$ cat src/rtl/jk_bank_ctrl.sv
// Command sequencer for a bank of JK flip-flops: masked HOLD/RESET/SET/TOGGLE/COUNT
// over valid/ready with a shadow copy of Q. Optional count-wrap pulse: JK_BANK_CTRL_WRAP_EN.
module jk_bank_ctrl #(
    parameter int unsigned WIDTH = 4,
    parameter int unsigned REP_W = 4
) (
    input  logic             CLK,
    input  logic             RST,
    input  logic             cmd_valid,
    output logic             cmd_ready,
    input  logic [2:0]       cmd_op,
    input  logic [WIDTH-1:0] cmd_mask,
    input  logic [REP_W-1:0] cmd_repeat,
    output logic [WIDTH-1:0] J_OUT,
    output logic [WIDTH-1:0] K_OUT,
    output logic [WIDTH-1:0] Q,
    output logic             busy,
    output logic             done,
    output logic             err,
    output logic             wrap
);

    localparam int unsigned OP_W = 3;

    localparam logic [OP_W-1:0] OP_HOLD   = 3'd0;
    localparam logic [OP_W-1:0] OP_RESET  = 3'd1;
    localparam logic [OP_W-1:0] OP_SET    = 3'd2;
    localparam logic [OP_W-1:0] OP_TOGGLE = 3'd3;
    localparam logic [OP_W-1:0] OP_COUNT  = 3'd4;

    typedef enum logic [1:0] {
        ST_IDLE  = 2'd0,
        ST_APPLY = 2'd1,
        ST_DONE  = 2'd2
    } state_e;

    typedef struct packed {
        logic [OP_W-1:0]  op;
        logic [WIDTH-1:0] mask;
    } cmd_t;

    state_e           state_q;
    state_e           state_d;
    cmd_t             cmd_q;
    logic [REP_W-1:0] rem_q;
    logic [WIDTH-1:0] q_q;
    logic [WIDTH-1:0] t_c;
    logic [WIDTH-1:0] j_c;
    logic [WIDTH-1:0] k_c;
    logic             err_q;
    logic             op_legal_c;
    logic             accept_c;

    assign op_legal_c = (cmd_op <= OP_COUNT);
    assign accept_c   = cmd_valid & cmd_ready;

    // Ripple toggle enables for the masked up-counter; unmasked bits pass the carry through.
    always_comb begin : count_toggle
        logic carry;
        carry = 1'b1;
        t_c   = '0;
        for (int i = 0; i < int'(WIDTH); i++) begin
            t_c[i] = cmd_q.mask[i] & carry;
            carry  = carry & (q_q[i] | ~cmd_q.mask[i]);
        end
    end

    // J/K decode of the latched command
    always_comb begin
        j_c = '0;
        k_c = '0;
        case (cmd_q.op)
            OP_RESET: begin
                k_c = cmd_q.mask;
            end
            OP_SET: begin
                j_c = cmd_q.mask;
            end
            OP_TOGGLE: begin
                j_c = cmd_q.mask;
                k_c = cmd_q.mask;
            end
            OP_COUNT: begin
                j_c = t_c;
                k_c = t_c;
            end
            default: begin
                j_c = '0;
                k_c = '0;
            end
        endcase
    end

    // State register
    always_ff @(posedge CLK) begin
        if (RST) begin
            state_q <= ST_IDLE;
        end else begin
            state_q <= state_d;
        end
    end

    // Next-state and state-decoded outputs
    always_comb begin
        state_d   = state_q;
        cmd_ready = 1'b0;
        busy      = 1'b0;
        done      = 1'b0;
        J_OUT     = '0;
        K_OUT     = '0;
        case (state_q)
            ST_IDLE: begin
                cmd_ready = 1'b1;
                if (cmd_valid) begin
                    state_d = ST_APPLY;
                end
            end
            ST_APPLY: begin
                busy  = 1'b1;
                J_OUT = j_c;
                K_OUT = k_c;
                if (rem_q == '0) begin
                    state_d = ST_DONE;
                end
            end
            ST_DONE: begin
                busy    = 1'b1;
                done    = 1'b1;
                state_d = ST_IDLE;
            end
            default: begin
                state_d = ST_IDLE;
            end
        endcase
    end

    // Command latch, repeat counter, shadow bank and sticky error.
    // Illegal ops are stored as HOLD so the decode never sees them.
    always_ff @(posedge CLK) begin
        if (RST) begin
            cmd_q <= '0;
            rem_q <= '0;
            q_q   <= '0;
            err_q <= 1'b0;
        end else begin
            if (accept_c) begin
                cmd_q.op   <= op_legal_c ? cmd_op : OP_HOLD;
                cmd_q.mask <= cmd_mask;
                rem_q      <= cmd_repeat;
                if (!op_legal_c) begin
                    err_q <= 1'b1;
                end
            end
            if (state_q == ST_APPLY) begin
                q_q <= (J_OUT & ~q_q) | (~K_OUT & q_q);
                if (rem_q != '0) begin
                    rem_q <= rem_q - REP_W'(1);
                end
            end
        end
    end

`ifdef JK_BANK_CTRL_WRAP_EN
    logic wrap_q;
    logic wrap_hit_c;

    assign wrap_hit_c = (state_q == ST_APPLY) && (cmd_q.op == OP_COUNT) &&
                        (|cmd_q.mask) && (&(q_q | ~cmd_q.mask));

    // Pulse after the edge on which the masked field rolls over to zero
    always_ff @(posedge CLK) begin
        if (RST) begin
            wrap_q <= 1'b0;
        end else begin
            wrap_q <= wrap_hit_c;
        end
    end

    assign wrap = wrap_q;
`else
    assign wrap = 1'b0;
`endif

    assign Q   = q_q;
    assign err = err_q;

endmodule

$ cat config.mk
export PLATFORM = sky130hd
export DESIGN_NAME = jk_bank_ctrl
export DESIGN_NICKNAME = d
export VERILOG_FILES = /design/src/rtl/jk_bank_ctrl.sv
export SDC_FILE = /design/constraint.sdc
export NUM_CORES = 1
export LEC_CHECK = 0
export ABC_AREA = 1
export BUFFER_PORTS_ARGS = -buffer_cell sky130_fd_sc_hd__buf_2
export CAP_MARGIN = 0
export CORE_UTILIZATION = 48
export CTS_BUF_LIST = sky130_fd_sc_hd__clkbuf_4 sky130_fd_sc_hd__clkbuf_8
export DETAILED_ROUTE_END_ITERATION = 8
export PLACE_DENSITY = 0.75
export SKIP_CTS_REPAIR_TIMING = 1
export SYNTH_ARGS = -nofsm -noshare
export SYNTH_HDL_FRONTEND = slang
export SYNTH_SLANG_ARGS = --single-unit
$ cat constraint.sdc
create_clock -name CLK -period 3.1 [get_ports CLK]
set_input_delay 0.62 -clock CLK [delete_from_list [all_inputs] [get_ports CLK]]
set_output_delay 0.62 -clock CLK [all_outputs]
set_load 0.02 [all_outputs]
==> impl_metrics.tcl <==
set metrics [dict create \
    initial_utilization_pct 51.7 \
    syn-instance-count 151 \
    drive_gt1_share_pct 29.1 \
    viasPerCell 4.97 \
    place_ws_ps 1160 \
    numCtsBuffers 3 \
    syn-num-nets 171 \
    grt_pass1_wl_mm 3.63 \
    syn_area_per_cell_um2 6.85 \
    placed_area_mm2 0.00118 \
    cts_tree "done" \
    synth_seq_cells 18 \
    r2r-start "state_q[0]" \
    maxSlewViolCount 0 \
    slowest_delay_ps 370 \
    hold_violations 0 \
    slowest_stage "ha_1" \
    whs_ps 462 \
    cp.required_ps 2480 \
    yosysSeqAreaShare_pct 34.8 \
    port_buffers 29 \
    dr_total_vias 1024 \
    finalSetupTns_ps 0 \
    syn_area_mm2 0.00103 \
    clk_latency_ps 300 \
    dr.pass1.iters 4 \
    clock_path_buffers 2 \
    postRouteAntennaNets 0 \
    reg2reg_to "rem_q[3]" \
    clock_skew_ps 2.01 \
    final_cells 206 \
    path_class "reg2out" \
    clockRootBuffer "clkbuf_4" \
    dieArea_mm2 0.00235 \
    cellLeakagePower_nw 0.624 \
    cp-start-kind "register" \
    worstHoldStart "rem_q[0]" \
    hold_depth 1 \
    overflow 0 \
    synth.distinct_cells 22 \
    path_max_fanout 8 \
    wl_per_cell_um 10.2 \
    antenna_found_initial 0 \
    cp-end-kind "primary output" \
    yosys_warnings 0 \
    clock-sinks 18 \
    r2r_cells 7 \
    synth_enable_flop_cells 0 \
    holdPathEnd "rem_q[0]" \
    status "finished, final reports clean" \
    final_min_period_over_clock_period_pct 73.2 \
    grt_usage_pct 19.6 \
    fp-row-count 16 \
    dp_cells 202 \
    die_y_um 48.4 \
    core_area_mm2 0.00200 \
    finalSetupViolCount 0 \
    hpwl_mm 1.62 \
    first_global_vias 886 \
    drcViolationCount 0 \
    fin_area_mm2 0.00122 \
    cp.arrival_ps 1650 \
    hold_class "reg2reg" \
    io_pins 31 \
    fin_crit_ps 2270 \
    path_clk_slew_ps 100 \
    syn_to_final_growth_pct 17.9 \
    path_buf_inv 3 \
    powerDensity_mw_per_mm2 766 \
    postSynth.asyncResetShare_pct 0 \
    num-nets-final 200 \
    dr.first_iter.drc_count 20 \
    fin_ws_ps 832 \
    r2r_setup_slack_ps 1410 \
    yosys_most_used_dff "dfxtp_1" \
    die_w_um 48.4 \
    max_freq_ghz 0.441 \
    place_congestion 0.800 \
    ir_drop_mv 0.534 \
    grt_max_degree 15 \
    n_antenna_cell 0 \
    critPathTopFamily "adder cells" \
    maxCapViolations 0 \
    rsz0062_at_grt "false" \
    wirelength_mm 2.11 \
    htree_levels 1 \
    crit_chain "inv_1, ha_1, nand2_1, o21bai_1, inv_2, buf_2" \
]
sequential cells by signal (all words and copies together) (netlist names):
register and cells:
cmd_q 7, Q 4, rem_q 4, state_q 2
err 1
power by group:
part | leakage (nW) | internal (mW) | total, mW | switching (mW)
registers | 0.148 | 0.291 | 0.333 | 0.0421
clock network | 0.0210 | 0.0717 | 0.147 | 0.0752
logic | 0.455 | 0.151 | 0.454 | 0.303
total | 0.624 | 0.514 | 0.934 | 0.420
Yosys cell counts (2+ instances only):
| master | count | area [um^2] |
|---|---|---|
| dfxtp_1 | 18 | 360 |
| nand3_1 | 7 | 35.0 |
| inv_2 | 10 | 37.5 |
| nor3_1 | 2 | 10.0 |
| buf_2 | 3 | 15.0 |
| buf_4 | 2 | 15.0 |
| nor2_1 | 16 | 60.1 |
| nand2_1 | 23 | 86.3 |
| nor2_2 | 5 | 31.3 |
| nand2_2 | 2 | 12.5 |
| inv_1 | 14 | 52.6 |
| ha_1 | 6 | 75.1 |
| o21ai_1 | 14 | 70.1 |
| a21oi_1 | 19 | 95.1 |
| a211oi_1 | 3 | 22.5 |
area by class of cell:
cell class | count | area (um^2)
Inverter | 24 | 90.1
Clock buffer | 4 | 36.3
Tap cell | 27 | 33.8
Multi-Input combinational cell | 104 | 554
Fill cell | 203 | 782
Timing Repair Buffer | 29 | 145
Sequential cell | 18 | 360
cell families after synthesis:
| kind of cell | after synthesis | share of synthesized area (%) |
|---|---|---|
| buffers and inverters | 29 | 11.6 |
| other | 1 | 0.362 |
| AO/OA/AOI/OAI | 42 | 23.2 |
| adder cells (fa/ha/maj) | 6 | 7.25 |
| flip-flops | 18 | 34.8 |
| AND/OR/NAND/NOR | 55 | 22.7 |
through the flow:
stage | utilization, % | power, mW
CTS | 60.9 | 0.939
detailed placement | 59.1 | 0.789
floorplan | - | 0.705
finish | 60.9 | 0.934
global route | 60.9 | 1.02
global placement | 59.1 | 0.775
layout by cell type (no fill, tap or decap), drive strengths merged:
cell / netlist / final
clkbuf: 0 / 4
dfxtp: 18 / 18
inv: 24 / 24
o21bai: 1 / 1
buf: 5 / 29
nand2: 25 / 25
a211oi: 3 / 3
nor2: 21 / 21
a21oi: 21 / 21
o21a: 1 / 1
ha: 6 / 6
nand3: 7 / 7
nor3: 2 / 2
a21boi: 1 / 1
o21ai: 15 / 15
conb: 1 / 1
worst max-delay path by stage:
stage | start | endpoint | slack, ps | cells after the start
floorplan | Q[0] | J_OUT[3] | 1290 | 6
global placement | state_q[1] | K_OUT[0] | 1210 | 6
detailed placement | state_q[1] | K_OUT[0] | 1160 | 6
CTS | state_q[1] | K_OUT[0] | 820 | 6
global route | state_q[1] | K_OUT[0] | 680 | 6
finish | state_q[1] | K_OUT[0] | 830 | 6
per-layer routing:
metal | global-route usage, % | vias to the layer above | routed length [um]
li1 | - | 542 | -
met1 | 23.4 | 445 | 980
met2 | 33.3 | 32 | 979
met3 | 5.03 | 5 | 121
met4 | 7.84 | 0 | 27
met5 | 0 | - | 0
(Power assumes the default switching activity.)
